===== src/rtl/gp_regfile_sb_pkg.sv =====
`default_nettype none
// ============================================================================
// Module      : gp_regfile_sb_pkg
// Description : Shared defaults for the GP register file / write scoreboard.
//               Optional same-cycle write-back bypass is selected by the
//               macro DIAD_GPSB_BYPASS_EN.
// Revision    : 1.0 - initial release
// ============================================================================
package gp_regfile_sb_pkg;

    localparam int C_GPSB_REG_CNT  = 16;
    localparam int C_GPSB_DATA_W   = 24;
    localparam int C_GPSB_PEND_W   = 2;
    localparam int C_GPSB_RD_PORTS = 2;

    // High-bit indices in the core's usual style
    localparam int HBIT_DATA   = C_GPSB_DATA_W - 1;
    localparam int HBIT_TGT_GP = $clog2(C_GPSB_REG_CNT) - 1;

    // Name of the macro enabling write-back to read bypass
    localparam string C_GPSB_BYPASS_MACRO = "DIAD_GPSB_BYPASS_EN";

    // Largest value a pending counter of the given width can hold
    function automatic int gpsb_pend_max(input int pend_w);
        return (1 << pend_w) - 1;
    endfunction

endpackage
`default_nettype wire


===== src/rtl/gp_regfile_sb_if.sv =====
`default_nettype none
// ============================================================================
// Module      : gp_regfile_sb_if
// Description : Read / issue / write-back / flush bundle of the GP register
//               file. master = ID/EX/WB side, slave = register file.
// Revision    : 1.0 - initial release
// ============================================================================
interface gp_regfile_sb_if
    import gp_regfile_sb_pkg::*;
#(
    parameter int DATA_W   = C_GPSB_DATA_W,
    parameter int REG_CNT  = C_GPSB_REG_CNT,
    parameter int RD_PORTS = C_GPSB_RD_PORTS,
    parameter int AW       = $clog2(REG_CNT)
);
    logic [RD_PORTS*AW-1:0]     iw_read_addr;
    logic [RD_PORTS*DATA_W-1:0] ow_read_data;
    logic [RD_PORTS-1:0]        ow_read_busy;
    logic                       iw_issue_valid;
    logic [AW-1:0]              iw_issue_addr;
    logic                       ow_issue_ready;
    logic                       iw_write_enable;
    logic [AW-1:0]              iw_write_addr;
    logic [DATA_W-1:0]          iw_write_data;
    logic                       iw_flush;
    logic                       ow_any_busy;

    modport master (
        output iw_read_addr, iw_issue_valid, iw_issue_addr,
               iw_write_enable, iw_write_addr, iw_write_data, iw_flush,
        input  ow_read_data, ow_read_busy, ow_issue_ready, ow_any_busy
    );

    modport slave (
        input  iw_read_addr, iw_issue_valid, iw_issue_addr,
               iw_write_enable, iw_write_addr, iw_write_data, iw_flush,
        output ow_read_data, ow_read_busy, ow_issue_ready, ow_any_busy
    );
endinterface
`default_nettype wire


===== src/rtl/gp_regfile_sb_pend_ctr.sv =====
`default_nettype none
// ============================================================================
// Module      : gpsb_pend_ctr
// Description : Saturating up/down counter of outstanding writes for one
//               register. Clear has priority; inc and dec together hold.
// Revision    : 1.0 - initial release
// ============================================================================
module gpsb_pend_ctr #(
    parameter int PEND_W = 2
) (
    input  wire logic              iw_clk,
    input  wire logic              iw_rst,
    input  wire logic              iw_inc,
    input  wire logic              iw_dec,
    input  wire logic              iw_clr,
    output logic [PEND_W-1:0]      ow_count,
    output logic                   ow_zero,
    output logic                   ow_full
);
    localparam logic [PEND_W-1:0] C_MAX = {PEND_W{1'b1}};

    logic [PEND_W-1:0] r_count;

    // Count claims up and retires down, never wrapping at either end
    always_ff @(posedge iw_clk or posedge iw_rst) begin
        if (iw_rst) begin
            r_count <= '0;
        end else if (iw_clr) begin
            r_count <= '0;
        end else if (iw_inc && !iw_dec && (r_count != C_MAX)) begin
            r_count <= r_count + 1'b1;
        end else if (iw_dec && !iw_inc && (r_count != '0)) begin
            r_count <= r_count - 1'b1;
        end
    end

    assign ow_count = r_count;
    assign ow_zero  = (r_count == '0);
    assign ow_full  = (r_count == C_MAX);
endmodule
`default_nettype wire


===== src/rtl/gp_regfile_sb.sv =====
`default_nettype none
// ============================================================================
// Module      : gp_regfile_sb
// Description : GP register file with per-register pending-write scoreboard.
//               RD_PORTS combinational reads, one issue (claim) port, one
//               write-back port, global flush of outstanding claims.
//               Define DIAD_GPSB_BYPASS_EN to forward write-back data and
//               busy state to same-cycle reads of the target register.
// Revision    : 1.0 - initial release
// ============================================================================
module gp_regfile_sb
    import gp_regfile_sb_pkg::*;
#(
    parameter int DATA_W   = C_GPSB_DATA_W,
    parameter int REG_CNT  = C_GPSB_REG_CNT,
    parameter int RD_PORTS = C_GPSB_RD_PORTS,
    parameter int PEND_W   = C_GPSB_PEND_W
) (
    input  wire logic          iw_clk,
    input  wire logic          iw_rst,
    gp_regfile_sb_if.slave     bus
);
    localparam int AW = $clog2(REG_CNT);

    logic [DATA_W-1:0] r_regs [REG_CNT];
    logic [PEND_W-1:0] w_pend [REG_CNT];
    logic [REG_CNT-1:0] w_zero;
    logic [REG_CNT-1:0] w_full;
    logic [REG_CNT-1:0] w_inc;
    logic [REG_CNT-1:0] w_dec;
    logic               w_claim;

    // A claim is taken only when the target counter has room and no flush
    assign bus.ow_issue_ready = !bus.iw_flush && !w_full[bus.iw_issue_addr];
    assign w_claim            = bus.iw_issue_valid && bus.ow_issue_ready;
    assign bus.ow_any_busy    = ~&w_zero;

    // Write-back updates the data array; claims never touch data
    always_ff @(posedge iw_clk or posedge iw_rst) begin
        if (iw_rst) begin
            for (int i = 0; i < REG_CNT; i++) begin
                r_regs[i] <= '0;
            end
        end else if (bus.iw_write_enable) begin
            r_regs[bus.iw_write_addr] <= bus.iw_write_data;
        end
    end

    for (genvar i = 0; i < REG_CNT; i++) begin : g_pend
        assign w_inc[i] = w_claim && (bus.iw_issue_addr == AW'(i));
        assign w_dec[i] = bus.iw_write_enable && (bus.iw_write_addr == AW'(i));

        gpsb_pend_ctr #(
            .PEND_W (PEND_W)
        ) u_ctr (
            .iw_clk   (iw_clk),
            .iw_rst   (iw_rst),
            .iw_inc   (w_inc[i]),
            .iw_dec   (w_dec[i]),
            .iw_clr   (bus.iw_flush),
            .ow_count (w_pend[i]),
            .ow_zero  (w_zero[i]),
            .ow_full  (w_full[i])
        );
    end

    for (genvar p = 0; p < RD_PORTS; p++) begin : g_rd
        logic [AW-1:0] w_addr;
        assign w_addr = bus.iw_read_addr[p*AW +: AW];
`ifdef DIAD_GPSB_BYPASS_EN
        localparam logic [PEND_W-1:0] C_ONE = PEND_W'(1);
        logic w_hit;
        // A retiring write to this register is seen now; its own claim no
        // longer counts toward busy
        assign w_hit = bus.iw_write_enable && (bus.iw_write_addr == w_addr);
        assign bus.ow_read_data[p*DATA_W +: DATA_W] =
            w_hit ? bus.iw_write_data : r_regs[w_addr];
        assign bus.ow_read_busy[p] =
            w_hit ? (w_pend[w_addr] > C_ONE) : (w_pend[w_addr] != '0);
`else
        assign bus.ow_read_data[p*DATA_W +: DATA_W] = r_regs[w_addr];
        assign bus.ow_read_busy[p] = (w_pend[w_addr] != '0);
`endif
    end
endmodule
`default_nettype wire


===== src/flat_wrapper.sv =====
// flat-port wrapper written by rule: the top's interface ports become plain ports
module gp_regfile_sb_flat import gp_regfile_sb_pkg::*;
#(
    parameter int DATA_W   = C_GPSB_DATA_W,
    parameter int REG_CNT  = C_GPSB_REG_CNT,
    parameter int RD_PORTS = C_GPSB_RD_PORTS,
    parameter int PEND_W   = C_GPSB_PEND_W
)
  (iw_clk, iw_rst, bus_iw_read_addr, bus_iw_issue_valid, bus_iw_issue_addr, bus_iw_write_enable, bus_iw_write_addr, bus_iw_write_data, bus_iw_flush, bus_ow_read_data, bus_ow_read_busy, bus_ow_issue_ready, bus_ow_any_busy);
  gp_regfile_sb_if #(.DATA_W(DATA_W), .REG_CNT(REG_CNT), .RD_PORTS(RD_PORTS)) bus_i ();
  input  wire logic iw_clk;
  input  wire logic iw_rst;
  input wire logic [$bits(bus_i.iw_read_addr)-1:0] bus_iw_read_addr;
  input wire logic [$bits(bus_i.iw_issue_valid)-1:0] bus_iw_issue_valid;
  input wire logic [$bits(bus_i.iw_issue_addr)-1:0] bus_iw_issue_addr;
  input wire logic [$bits(bus_i.iw_write_enable)-1:0] bus_iw_write_enable;
  input wire logic [$bits(bus_i.iw_write_addr)-1:0] bus_iw_write_addr;
  input wire logic [$bits(bus_i.iw_write_data)-1:0] bus_iw_write_data;
  input wire logic [$bits(bus_i.iw_flush)-1:0] bus_iw_flush;
  output wire logic [$bits(bus_i.ow_read_data)-1:0] bus_ow_read_data;
  output wire logic [$bits(bus_i.ow_read_busy)-1:0] bus_ow_read_busy;
  output wire logic [$bits(bus_i.ow_issue_ready)-1:0] bus_ow_issue_ready;
  output wire logic [$bits(bus_i.ow_any_busy)-1:0] bus_ow_any_busy;
  assign bus_i.iw_read_addr = bus_iw_read_addr;
  assign bus_i.iw_issue_valid = bus_iw_issue_valid;
  assign bus_i.iw_issue_addr = bus_iw_issue_addr;
  assign bus_i.iw_write_enable = bus_iw_write_enable;
  assign bus_i.iw_write_addr = bus_iw_write_addr;
  assign bus_i.iw_write_data = bus_iw_write_data;
  assign bus_i.iw_flush = bus_iw_flush;
  assign bus_ow_read_data = bus_i.ow_read_data;
  assign bus_ow_read_busy = bus_i.ow_read_busy;
  assign bus_ow_issue_ready = bus_i.ow_issue_ready;
  assign bus_ow_any_busy = bus_i.ow_any_busy;
  gp_regfile_sb #(.DATA_W(DATA_W), .REG_CNT(REG_CNT), .RD_PORTS(RD_PORTS), .PEND_W(PEND_W)) u_core (.iw_clk(iw_clk), .iw_rst(iw_rst), .bus(bus_i));
endmodule

===== config.mk =====
export PLATFORM = sky130hd
export DESIGN_NAME = gp_regfile_sb_flat
export DESIGN_NICKNAME = d
export VERILOG_FILES = /design/src/rtl/gp_regfile_sb_pkg.sv /design/src/rtl/gp_regfile_sb_if.sv /design/src/rtl/gp_regfile_sb_pend_ctr.sv /design/src/rtl/gp_regfile_sb.sv /design/src/flat_wrapper.sv
export SDC_FILE = /design/constraint.sdc
export NUM_CORES = 1
export LEC_CHECK = 0
export ABC_AREA = 1
export BUFFER_PORTS_ARGS = -buffer_cell sky130_fd_sc_hd__buf_2
export CAP_MARGIN = 10
export CORE_MARGIN = 2
export CORE_UTILIZATION = 28
export CTS_BUF_LIST = sky130_fd_sc_hd__clkbuf_8
export CTS_CLUSTER_SIZE = 12
export DETAILED_ROUTE_END_ITERATION = 8
export PLACE_DENSITY_LB_ADDON = 0.3
export RECOVER_POWER = 100
export SETUP_SLACK_MARGIN = 0.02
export SYNTH_ARGS = -nofsm -noshare
export SYNTH_HDL_FRONTEND = slang
export SYNTH_SLANG_ARGS = --single-unit

===== constraint.sdc =====
create_clock -name iw_clk -period 23.2 [get_ports iw_clk]
set_clock_uncertainty 0.15 [all_clocks]
set_input_delay 4.64 -clock iw_clk [delete_from_list [all_inputs] [get_ports iw_clk]]
set_output_delay 4.64 -clock iw_clk [all_outputs]
set_load 0.01 [all_outputs]

---- Word-level counts from Yosys, hierarchy flattened ----
Index checks and enable logic that the tools add are counted.
operators by class
  add/sub/neg operators ................... 32
  order comparisons ....................... 5
  equality and inequality tests ........... 62
  multiplexer cells ....................... 65
  bitwise logic cells ..................... 3
  reductions and logical operators ........ 187
operators with widths
  cell                                                                           count
  384-bit bitwise mux                                                            1
  24-bit binary-select mux with 4-bit select                                     2
  24-bit two-way mux                                                             5
  2-bit two-way mux                                                              52
  1-bit logical AND                                                              99
  24-bit demux with 4-bit select                                                 1
  4-bit == test (second input constant)                                          16
  3-bit nonzero test                                                             16
  2-bit nonzero test                                                             18
  1-bit logical NOT                                                              35
  2-bit by 1-bit adder with 2-bit output (second input constant)                 16
  2-bit == test (second input constant)                                          16
  4-bit by 3-bit == test with 1-bit output (second input constant)               8
  2-bit logical NOT                                                              16
  2-bit inequality test (second input constant)                                  16
  2-bit by 1-bit subtractor with 2-bit output (second input constant)            16
  2-bit binary-select mux with 4-bit select                                      2
  4-bit by 2-bit == test with 1-bit output (second input constant)               4
  16-bit AND reduction                                                           1
  5-bit >= comparator (second input constant)                                    3
  4-bit NOT with 5-bit output                                                    3
  4-bit by 1-bit == test with 1-bit output (second input constant)               2
  4-bit logical NOT                                                              2
  4-bit by 5-bit less-than comparator with 1-bit output (second input constant)  1
  other kinds (3)                                                                3
word-level totals
  bits in registers ....................... 416
  output and inout bits ................... 52

---- Longest topological paths before layout ----
Gate-level depths: netlist of the first run.
  depth in word-level cells ............... 13
  mapped depth ............................ 15
  gate-level depth less buffers ........... 14

---- Cells and area by module ----
Synthesis of the first run repeated with hierarchy kept, for this count alone.
second synthesis, totals
  cell total of the unflattened synthesis .. 3382
  area total of the unflattened synthesis .. 24732.5 um^2
by module, submodules not included
  module         times used  cells each  area each (um^2)  sequential area each (um^2)
  gp_regfile_sb  1           2966        22069.9           9609.2
  gpsb_pend_ctr  16          26          166.4             50.0

---- Worst setup path after synthesis of the first run ----
Ideal clock, no wire load.
  path kind ............................... input -> output
  start ................................... in bus_iw_read_addr[1]
  end ..................................... out bus_ow_read_data[15]
  data arrival time ....................... 5.959 ns
  required time ........................... 18.410 ns
  setup slack ............................. 12.451 ns
  stages on the path ...................... 7
  buffers on the path ..................... 3
  cells stage by stage .................... clkbuf_1 buf_2 clkbuf_1 o21ai_0 o21ai_0 o22ai_1 o21ai_0
between the ends
  word-level cells in the longest chain between the ends .. 4
ends and longest elaborated chain
  what                                                   RTL line             RTL
  start, declared                                        flat_wrapper.sv:13   input wire logic [$bits(bus_i.iw_read_addr)-1:0] bus_iw_read_addr;
  4-bit NOT with 5-bit output (implied by the code)      gp_regfile_sb.sv:81  assign bus.ow_read_data[p*DATA_W +: DATA_W] = r_regs[w_addr];
  24-bit binary-select mux with 4-bit select             gp_regfile_sb.sv:81
  24-bit two-way mux (implied by the code) (2 in a row)  gp_regfile_sb.sv:81
  end, declared                                          flat_wrapper.sv:20   output wire logic [$bits(bus_i.ow_read_data)-1:0] bus_ow_read_data;
Every way passes these cells. The select of a mux whose other input is x is not followed.

---- Worst setup path after layout of the first run ----
  start ................................... in bus_iw_read_addr[5]
  end ..................................... out bus_ow_read_data[35]
The elaborated chain is that of the path after synthesis.

==> run summary, run 1 <==
In this run the critical register-to-register path is captured at u_core.g_pend[15].u_ctr.ow_count[1]$_DFFE_PP0P_. The library cell contributing the largest single delay on the critical path was sky130_fd_sc_hd__clkbuf_1. The logs give 0 for the final-report setup violation count and 0 for the remaining design rule violation count. Simple-gate share of the synthesized area: 17.6%. For the pin with the worst max-slew slack, the measured transition is 8.65 ns.

The tools report the met2 usage in global routing as 30.5%. Detailed-route via count: 22.2k. After floorplanning, the core was sized to cover 0.0820 mm². The port buffer count is 96. The tools report the via count of the first global-routing pass as 20.8k. In this run the worst path has a maximum fanout of 74. Wires add up to 83600 µm. The share of the cycle needed by the critical path after routing is 67.0%, and the number of endpoints with negative hold slack in the final report is 0. Summing the areas of all compound-gate instances in the mapped netlist gives 29.5% of the synthesized area.

The first TritonRoute pass finished after 5 iterations. The clock period could shrink to 15.55 ns. The overall die height works out to 292 µm. The delay of the slowest cell on the worst path is 2.76 ns.

The overall global routing resource usage came out at 19.4%. Following the worst setup path forward leads to its endpoint at bus_ow_read_data[35]. Leaving out fill and tap cells, the most frequent cell in the layout is sky130_fd_sc_hd__o21ai_0. The flow ran to the end, but the final reports show violations.

The library cells used most frequently in the layout, excluding fill and tap cells, are 979 x sky130_fd_sc_hd__o21ai_0, 512 x sky130_fd_sc_hd__nand2_1, 416 x sky130_fd_sc_hd__dfrtp_1, 330 x sky130_fd_sc_hd__nor2_1, 215 x sky130_fd_sc_hd__inv_1. Die outline area: 0.0851 mm². Setup repair after global routing left no endpoint under its margin. Walking the worst path, the cells encountered are clkbuf_1 -> clkbuf_1 -> o21ai_0 -> o21ai_0 -> o221ai_1 -> o21ai_0 -> clkbuf_1. Area overhead of the layout relative to synthesis: 9.95%. The final reports fail on capacitance limit, slew limit. The category of the worst setup path capture point is an output pin.

Synthesis produced a netlist with a net count of 3204. The busiest layer in global routing was met2. The flop-to-flop setup slack was 19.65 ns; the worst path required time was 18.41 ns. Across all hold checks on the routed design, the worst slack comes to 0.331 ns. STA puts the critical path data arrival time at 10.76 ns. Across the whole layout, storage elements account for 0.0104 mm². The tree is rooted in a sky130_fd_sc_hd__clkbuf_8. Of the total synthesized cell area, the portion taken by XOR and XNOR cells is 0%.

At the end of the flow, the number of nets in the layout was 3139. The number of clock sinks was 416; the sum of negative setup slack was 0 ns. The final number of max-transition violations is 1451, and the adder-cell share of the synthesized area is 0%. In this run the worst setup path begins at bus_iw_read_addr[5]. Power spread over the standard cell area amounts to 82.2 mW/mm².

The startpoint of the lowest-slack register-to-register path is u_core.g_pend[10].u_ctr.ow_count[1]$_DFFE_PP0P_. Counting flops and latches in the post-synthesis netlist gives 416. Once the floorplan was initialized, standard cells occupied 28.3% of the core. The wire length per cell is 19.8 µm.

After clock tree synthesis, the setup repair step added 0 buffers. Number of cells upsized or downsized after cts: 0. Unique cell type count in the Yosys netlist: 28. In the global route stage, met3 resource usage came out at 2.63%. For the number of nets still failing antenna checks after routing, the log shows 0. In the final layout, the multi-input gates occupy 0.0108 mm². The clock transition time at the flip-flop clock pins of the worst setup and hold paths is 0.05 ns, and the number of top-level pins is 97. The quantity of hold-fixing buffers added after cts came out at 0. Cells with a size suffix above 1 make up 6.18% of the layout.

After synthesis the cells add up to 0.0232 mm². The worst-case IR drop observed on VDD is 0.0372 mV. The run gives 129000 µm as the first-pass GRT wire length. TritonCTS built the clock tree. No sink is reached through more buffers than the 3 on the longest clock path. The clock buffer count from CTS came out at 76. Fill cells in the final layout number 8922. The Yosys step of the flow raised 0 warnings. The overall power of the completed layout came out at 2.10 mW. The tools report the startpoint of the most critical hold path as u_core.r_regs[96]$_DFFE_PP0P_. After legalization and detailed placement, the total HPWL measured 45700 µm. Measured along the x axis, the die boundary spans 292 µm. Worst-case headroom to the max-slew limit: -477%. Static timing analysis puts the maximum clock frequency at 64.3 MHz. By area, the combinational part of the netlist is dominated by compound AO/OA/AOI/OAI gates.

In the routed layout, each cell is associated on average with a via count of 5.26. Number of levels the H-tree was split into: 3. The worst setup path is launched from a primary input. The max-cap check violation count was 27. A synthesized cell averages 7.34 µm². The first routing iteration left 2238 violations. Entering global routing, the biggest net connects 159 pins. The tools report the gate count after technology mapping as 3159. Count of cells along the worst hold path: 2. The kind of critical path is in -> out. The class of the tightest hold or removal check was reg -> reg.

Counting cells, the worst reg-to-reg path comes to 13. The static power due to leakage came out at 11.2 nW. The multiplexer share of the synthesized area was 0%. The clock latency of the later-clocked register in the worst-skew pair is 0.67 ns, and the row count is 105.

Global routing used 27.4% of the available met1 tracks. At the end of routability-driven placement, the weighted congestion stood at 0.804. Sequential elements use 44.9% of the synthesized area.

The initial antenna violation count was 2. Remaining global-route overflow: 0.
[how the worst min path moves through the flow]
stage,endpoint,slack (ns)
5_1_grt,u_core.r_regs[109]$_DFFE_PP0P_,0.36
3_5_place_dp,u_core.r_regs[96]$_DFFE_PP0P_,0.32
3_3_place_gp,u_core.r_regs[2]$_DFFE_PP0P_,0.32
6_report,u_core.r_regs[96]$_DFFE_PP0P_,0.33
2_1_floorplan,u_core.r_regs[100]$_DFFE_PP0P_,0.30
4_1_cts,u_core.r_regs[96]$_DFFE_PP0P_,0.34
[cells in the mapped netlist]
| library cell | number | area, µm² |
|---|---|---|
| sky130_fd_sc_hd__clkbuf_1 | 252 | 946 |
| sky130_fd_sc_hd__nand4_1 | 22 | 138 |
| sky130_fd_sc_hd__nand4_2 | 3 | 37.5 |
| sky130_fd_sc_hd__buf_6 | 2 | 22.5 |
| sky130_fd_sc_hd__o21ai_0 | 973 | 4870 |
| sky130_fd_sc_hd__nor2_1 | 330 | 1240 |
| sky130_fd_sc_hd__inv_2 | 2 | 7.51 |
| sky130_fd_sc_hd__buf_4 | 1 | 7.51 |
| sky130_fd_sc_hd__buf_2 | 8 | 40.0 |
| sky130_fd_sc_hd__inv_1 | 196 | 736 |
| sky130_fd_sc_hd__buf_12 | 1 | 20.0 |
| sky130_fd_sc_hd__nor4_1 | 4 | 25.0 |
| sky130_fd_sc_hd__nor2_4 | 1 | 11.3 |
| sky130_fd_sc_hd__o221ai_1 | 89 | 780 |
| sky130_fd_sc_hd__nand3_2 | 10 | 100 |
| sky130_fd_sc_hd__o21ai_1 | 20 | 100 |
| sky130_fd_sc_hd__buf_1 | 14 | 52.6 |
| sky130_fd_sc_hd__clkinv_1 | 1 | 3.75 |
| sky130_fd_sc_hd__nand2_2 | 3 | 18.8 |
| sky130_fd_sc_hd__nand2_1 | 516 | 1940 |
| sky130_fd_sc_hd__a31oi_1 | 1 | 6.26 |
| sky130_fd_sc_hd__nor3_1 | 2 | 10.0 |
| sky130_fd_sc_hd__nand4_4 | 10 | 213 |
| sky130_fd_sc_hd__a32o_1 | 2 | 20.0 |
| sky130_fd_sc_hd__nand3_1 | 72 | 360 |
| sky130_fd_sc_hd__o22ai_1 | 21 | 131 |
| sky130_fd_sc_hd__a21oi_1 | 187 | 936 |
| sky130_fd_sc_hd__dfrtp_1 | 416 | 10400 |
[worst max-delay path, delay by kind of cell]
| kind | cells | cell delay (ns) |
|---|---|---|
| AO/OA/AOI/OAI | 4 | 1.21 |
| buffers and inverters | 3 | 4.87 |
[power by group]
group	total, mW	internal, mW	switching [mW]
combinational	0.402	0.138	0.264
clock	0.719	0.377	0.341
sequential	0.975	0.872	0.103
[stage by stage]
stage               setup slack (ns)  instances  instance area, µm²  util [%]
finish                          7.65       4224               25500      31.1
global route                    5.80       4224               25500      31.1
CTS                            10.37       4223               25900      31.5
detailed placement             10.37       4086               24300      29.7
global placement               10.39       4086               24300      29.7
floorplan                       6.83       3159               23200         -
[per-layer routing]
| layer | share of wire (%) | wire length, µm | vias up |
|---|---|---|---|
| li1 | - | - | 10600 |
| met4 | 2.7 | 2230 | 2 |
| met2 | 45 | 37400 | 796 |
| met1 | 46 | 38600 | 10600 |
| met5 | 0.016 | 13 | - |
| met3 | 6.3 | 5290 | 136 |
[final cells by class]
| cell class | instances | share of cell area [%] |
|---|---|---|
| repair buffers | 135 | 2.51 |
| well taps | 1070 | 5.25 |
| multi-input cells | 2266 | 42.3 |
| diodes | 1 | 0.00982 |
| clock inverters | 41 | 0.898 |
| flip-flops and latches | 416 | 40.8 |
| clock buffers | 96 | 5.18 |
| inverters | 199 | 2.97 |
[flip-flops by register name (all words and copies together) (netlist names)]
name / flops
u_core.g_pend.u_ctr.ow_count: 32
u_core.r_regs: 384
[cell families (layout without fill, tap and decap cells)]
family / Yosys count / after routing
AND/OR/NAND/NOR: 973 / 973
other: 0 / 1
AO/OA/AOI/OAI: 1293 / 1293
buffers and inverters: 477 / 471
flip-flops: 416 / 416
Power figures use the tool's default switching activity.
==> run 2, diff against run 1 <==
==> constraint.sdc (replaced) <==
create_clock -name iw_clk -period 15.5 [get_ports iw_clk]
set_clock_uncertainty 0.15 [all_clocks]
set_input_delay 3.1 -clock iw_clk [delete_from_list [all_inputs] [get_ports iw_clk]]
set_output_delay 3.1 -clock iw_clk [all_outputs]
set_load 0.01 [all_outputs]
==> run summary, run 2 (synthesized netlist as in run 1, its figures left out) <==
The run finished, with violations left. The final reports fail on capacitance limit, slew limit. The last weighted congestion value of the routability-driven placer was 0.802; the worst path required time was 12.25 ns. The final number of max-transition violations was 1314. The sort of element at the start of the critical path was a primary input. Counting instances, the worst hold path has a depth of 2.

The leading cell type in the layout, fill and taps excluded was sky130_fd_sc_hd__o21ai_0. The class of the tightest hold or removal check was reg -> reg. In the final routed layout, each cell accounts on average for 19.9 µm. The time the final worst path needs with I/O delays and setup was 12.20 ns; the sum of negative setup slack was 0 ns.

The run gives 0.0670 mV as the worst supply voltage drop on vdd. In the layout the commonest cells are 981 x sky130_fd_sc_hd__o21ai_0, 512 x sky130_fd_sc_hd__nand2_1, 416 x sky130_fd_sc_hd__dfrtp_1, 330 x sky130_fd_sc_hd__nor2_1, 216 x sky130_fd_sc_hd__inv_1. The first TritonRoute pass finished after 6 iterations. The tools report the buffer type at the clock tree root as sky130_fd_sc_hd__clkbuf_8. Number of cell instances on the worst register-to-register path: 13. The startpoint identified for the worst register-to-register timing path is u_core.g_pend[10].u_ctr.ow_count[0]$_DFFE_PP0P_. The die is 292 µm tall. STA classifies the critical path endpoint as an output pin. In this run the tightest slew margin relative to its limit is -224%. The overall power of the completed layout is 3.12 mW, and the vias per cell is 5.30. Summed over all layers, the routed wires come to 83800 µm.

The least setup slack across all paths after layout is 3.30 ns, and the cell area power density is 123 mW/mm². The initial utilization of the core area, before any placement, comes to 28.3%. After layout, the worst path uses 78.7% of the clock period. Among the stages of the critical path, the cell type that occurs most often is sky130_fd_sc_hd__clkbuf_1. For the placed cell area, the log shows 0.0243 mm².

Along the worst path, the maximum fanout reaches 50. In this run the most critical hold path is launched from u_core.r_regs[249]$_DFFE_PP0P_. The share of final-layout standard cells stronger than drive strength 1 came out at 6.01%.

The placed wire-length estimate is 45700 µm. After clock tree synthesis, the flow added hold-fix buffers numbering 0. For the maximum clock frequency, the log shows 82.0 MHz. Library cell contributing the largest single delay on the critical path: sky130_fd_sc_hd__clkinvlp_2.

In this run the horizontal extent of the chip is 292 µm. For the clock latency of the later-clocked register in the worst-skew pair, the log shows 0.70 ns. Ranked by flip-flop count, first place goes to u_core.r_regs.

Across all layers, the routed design uses 22.4k vias. After floorplanning, the core was sized to cover 0.0820 mm². No sink is reached through more buffers than the 3 on the longest clock path. For this design the static power due to leakage is 11.2 nW.

During I/O placement, the number of pins put on the boundary was 97. Relative to the synthesized area, the layout overhead comes to 9.68%. The clock transition time at the flip-flop clock pins of the worst setup and hold paths was 0.05 ns; the final core utilization was 31.0%. TritonCTS built the clock tree.

The slew of the pin with the lowest slew margin is 4.86 ns. In this run, CTS created clock tree buffers numbering 75. The path with the worst hold slack has its endpoint at u_core.r_regs[249]$_DFFE_PP0P_. At the worst endpoint, the arrival time is 8.95 ns. After routing the design area is 0.0254 mm². The final-report setup violation count is 0. Prior to clock tree synthesis, the placed netlist has a worst setup slack of 5.76 ns. In this run the core area contains 105 standard-cell rows. For this run the aggregate overflow at the end of global routing stands at 0. The number of endpoints with negative hold slack in the final report is 0.

CTS saw 416 sinks. The run gives 20.7k as the via count of the first global-routing pass. The kind of critical path was in -> out. After clock tree synthesis, the repair step resized 0 gates.

The port buffer count is 96. The logs give 3 for the initial antenna violation count and 0 for the count of buffers added by post-CTS timing repair for setup. The violation count after the first detailed-route iteration is 2496. The run gives 12.04 ns as the flop-to-flop setup slack. In this run the critical register-to-register path is captured at u_core.g_pend[15].u_ctr.ow_count[1]$_DFFE_PP0P_.

The H-tree generated during clock tree synthesis spans 3 levels. Traced cell by cell, the critical path runs through clkbuf_1 -> clkinvlp_2 -> clkbuf_1 -> o21ai_0 -> o22ai_1 -> o21ai_0 -> clkbuf_1. The register with the most flip-flops in the layout has 384 of them. The run gives 19.5% as the overall global routing resource usage.

The die outline area came out at 0.0851 mm². In this run the remaining antenna-violating nets after routing total 0. For the remaining design rule violation count, the log shows 0.

Setup repair after global routing left no endpoint under its margin. Entering global routing, the biggest net connects 159 pins. The tool flagged a number of max-cap violations equal to 26.

In this design, the stage delay of the slowest critical-path cell is 1.83 ns. The final layout contains 3138 nets. The first global-routing pass estimated 129000 µm of wire.
## run 2: changes by cell type in the layout (fill, tap and decap cells not counted), sizes merged
cell      delta
clkinvlp     -1
bufinv       +1
clkinv       -2
buf          +3
inv          +1
clkbuf      -10
## run 2: routing by layer
| layer | up-vias | track usage, % | routed length (µm) |
|---|---|---|---|
| li1 | 10600 | - | - |
| met2 | 915 | 29.9 | 36800 |
| met1 | 10600 | 27.2 | 37700 |
| met3 | 176 | 2.98 | 6260 |
| met5 | - | 0 | 13 |
| met4 | 2 | 8.35 | 3110 |
## run 2: per-stage QoR
step | std cells | hold WS [ns]
final | 4216 | 0.333
after global routing | 4216 | 0.354
after CTS | 4215 | 0.338
after detailed placement | 4086 | 0.323
after global placement | 4086 | 0.317
after floorplan | 3159 | 0.303
## run 2: worst max-delay path by stage
stage | start | to | slack, ns
2_1_floorplan | iw_rst | u_core.g_pend[0].u_ctr.ow_count[0]$_DFFE_PP0P_ | 0.67
6_report | bus_iw_read_addr[2] | bus_ow_read_data[15] | 3.30
3_5_place_dp | bus_iw_read_addr[0] | bus_ow_read_data[15] | 5.76
3_3_place_gp | bus_iw_read_addr[0] | bus_ow_read_data[15] | 5.79
5_1_grt | bus_iw_read_addr[4] | bus_ow_read_data[35] | 3.06
4_1_cts | bus_iw_read_addr[0] | bus_ow_read_data[15] | 5.76
## run 2: cell type report
class                   instances  area, µm²
clock inverters                40        251
repair buffers                135        661
clock buffers                  89       1220
flip-flops and latches        416      10400
diodes                          1       2.50
inverters                     199        756
well taps                    1070       1340
fillers                      8971      56600
multi-input cells            2266      10800
## run 2: report_power, final
| part | switching, mW | internal, mW | total, mW |
|---|---|---|---|
| registers | 0.154 | 1.31 | 1.46 |
| clock network | 0.512 | 0.543 | 1.05 |
| logic | 0.396 | 0.208 | 0.604 |
## run 2: worst max-delay path, delay by kind of cell
kind / cells / cell delay, ns
buffers and inverters: 4 / 4.52
AO/OA/AOI/OAI: 3 / 1.29
==> run 3, diff against run 2 <==
==> constraint.sdc (replaced) <==
create_clock -name iw_clk -period 12.1 [get_ports iw_clk]
set_clock_uncertainty 0.15 [all_clocks]
set_input_delay 2.42 -clock iw_clk [delete_from_list [all_inputs] [get_ports iw_clk]]
set_output_delay 2.42 -clock iw_clk [all_outputs]
set_load 0.01 [all_outputs]
==> run summary, run 3 (synthesized netlist as in run 1, its figures left out) <==
The core region is 0.0820 mm². The critical path's top delay family was buffers and inverters. The final route contains 22.2k vias.

For this design, the slowest cell found on the critical path is sky130_fd_sc_hd__clkbuf_1. The count of cells along the worst hold path was 2. The kind of critical path is in -> out.

The number of nets still failing antenna checks after routing came out at 0. The delay of the slowest cell on the worst path was 2.26 ns. The clock latency of the later-clocked register in the worst-skew pair was 0.68 ns. The H-tree was split into 3 levels.

The initial antenna violation count is 4, and the placed wire-length estimate is 46600 µm. The flow ran to the end, but the final reports show violations. The logs give 21.0k for the via count of the first global-routing pass and 0.838 for the last weighted congestion value of the routability-driven placer.

After detailed routing, the number of remaining DRC violations is 0. Category of the worst setup path capture point: an output pin. The number of clock sinks was 416; the row count was 105. For the die outline area, the log shows 0.0851 mm². The width of the die is 292 µm.

For the worst setup path, the data required time is 9.53 ns. The run gives 0 as the number of cells upsized or downsized after cts. For this block, the routed nets add up to 83600 µm of wire. The overall die height came out at 292 µm. Across every metal layer, demand over resource in global routing totals 19.5%.

For the minimum setup slack after placement, the log shows 4.41 ns. In this run the count of I/O pins placed on the die edge is 97. Slew of the pin with the lowest slew margin: 4.29 ns.

Clock tree synthesis inserted a total of 74 buffers. The share of the cycle needed by the critical path after routing works out to 80.3%. The register with the most flip-flops in the layout has 384 of them. Of all nets on the critical path, the largest fanout is 55. The worst supply voltage drop on vdd is 0.0667 mV, and the number of endpoints with negative hold slack in the final report is 0.

After global routing the overflow that remains totals 0. The data arrival time of the critical path was 7.14 ns. The startpoint identified for the worst register-to-register timing path is u_core.g_pend[11].u_ctr.ow_count[1]$_DFFE_PP0P_. The cell area power density was 161 mW/mm².

The clock transition time at the flip-flop clock pins of the worst setup and hold paths was 0.06 ns. The tools report the maximum clock frequency as 103 MHz. By instance count, the cell type seen most on the critical path is sky130_fd_sc_hd__clkbuf_1. The tightest min-delay check is of the reg -> reg type. Wire segments on met3 add up to 6000 µm in the final route.

In this run the critical register-to-register path is captured at u_core.g_pend[7].u_ctr.ow_count[1]$_DFFE_PP0P_. The sort of element at the start of the critical path is a primary input. The violation count after the first detailed-route iteration came out at 2293.

The tightest hold path in the finished design has a slack of 0.333 ns. The register with the highest flop count is u_core.r_regs. The tools report the startpoint of the most critical hold path as u_core.r_regs[5]$_DFFE_PP0P_.

Net count of the finished layout: 3139. Counting I/O delays and the setup requirement, the final critical path takes 9.71 ns. The combined buffer and inverter count along the critical path was 4; the quantity of hold-fixing buffers added after cts was 0.

The run gives 1374 as the final number of max-transition violations. The tree is rooted in a sky130_fd_sc_hd__clkbuf_8. The library cell used most frequently in the layout, excluding fill and tap cells, is sky130_fd_sc_hd__o21ai_0.

The logs give 4228 for the number of cells in the finished layout apart from fillers and 2.39 ns for the least setup slack across all paths after layout. The count of buffers added on input and output ports is 96. The first detailed-routing pass took 5 iterations. The worst pin sits at a relative slew slack of -186%. The first global-routing pass estimated 130000 µm of wire. The post-route netlist has 6.94% of its cells at a drive strength greater than 1. Max-cap violations in this run came to 26.

Setup violations remaining at the end of the flow were counted as 0. The static power due to leakage was 11.3 nW. TritonCTS built the clock tree. Counting along the longest clock path gives a buffer depth of 3.

For hold timing, the worst endpoint is u_core.r_regs[5]$_DFFE_PP0P_. Entering global routing, the biggest net connects 171 pins. For the final routed database, the setup TNS stands at 0 ns. The count of buffers added by post-CTS timing repair for setup came out at 0. The checks that failed: capacitance limit, slew limit. The routed design uses 37600 µm of met2 wire. Walking the worst path, the cells encountered are buf_2 -> inv_1 -> clkbuf_1 -> o21ai_0 -> o221ai_1 -> nand2_1 -> clkbuf_1. The top layer used by detailed routing is met5. The run gives 8.72 ns as the flop-to-flop setup slack. The number of placed instances, taps included, is 4088. Leaving out fill and tap cells, the most frequent cells in the layout are 980 x sky130_fd_sc_hd__o21ai_0, 508 x sky130_fd_sc_hd__nand2_1, 416 x sky130_fd_sc_hd__dfrtp_1, 329 x sky130_fd_sc_hd__nor2_1, 211 x sky130_fd_sc_hd__inv_1. The run gives 28.3% as the initial core utilization.

After detailed routing, the number of vias per cell comes to 5.26. The area overhead of the layout relative to synthesis is 10.7%, and the wire length per cell is 19.8 µm. The number of cell instances on the worst register-to-register path was 13; the total routed wire length on the met1 layer was 37500 µm. Setup repair after global routing left no endpoint under its margin.
==> run 3: area by class of cell <==
class / instances / area, µm²
well taps: 1070 / 1340
multi-input cells: 2266 / 10800
diodes: 2 / 5.00
clock inverters: 40 / 312
repair buffers: 137 / 664
flip-flops and latches: 416 / 10400
inverters: 199 / 753
clock buffers: 98 / 1350
fillers: 8985 / 56300
==> run 3: report_power, final <==
group | leakage (nW) | switching [mW] | total (mW) | internal, mW
clock | 0.933 | 0.660 | 1.48 | 0.820
sequential | 5.28 | 0.201 | 1.87 | 1.67
combinational | 5.05 | 0.507 | 0.772 | 0.265
==> run 3: layer usage <==
metal | GRT usage (%) | vias to the layer above
met2 | 30.6 | 835
li1 | - | 10700
met4 | 6.69 | 4
met5 | 0 | -
met3 | 3.31 | 148
met1 | 27.0 | 10600
==> run 3: worst min-delay path: cells and delay by family (launching register included) <==
| kind | cells | cell delay [ns] |
|---|---|---|
| simple gates | 1 | 0.05 |
| compound gates | 1 | 0.06 |
| flops | 1 | 0.34 |
==> run 3: worst max path at each step <==
stage / startpoint / end / slack [ns] / cells after the start
after global placement: bus_iw_read_addr[4] / bus_ow_read_busy[1] / 4.47 / 8
after global routing: bus_iw_read_addr[2] / bus_ow_read_data[14] / 2.20 / 7
after floorplan: iw_rst / u_core.g_pend[0].u_ctr.ow_count[0]$_DFFE_PP0P_ / 3.92 / 1
after detailed placement: bus_iw_read_addr[4] / bus_ow_read_busy[1] / 4.41 / 8
after CTS: bus_iw_read_addr[4] / bus_ow_read_busy[1] / 4.41 / 8
final: bus_iw_read_addr[2] / bus_ow_read_data[14] / 2.39 / 7
==> run 3: metrics by stage <==
| stage | cell area, µm² | power, mW | util (%) |
|---|---|---|---|
| finish | 25600 | 4.13 | 31.3 |
| global route | 25600 | 4.39 | 31.3 |
| CTS | 26000 | 4.17 | 31.7 |
| detailed placement | 24300 | 2.67 | 29.7 |
| global placement | 24300 | 2.65 | 29.7 |
| floorplan | 23200 | 2.40 | - |
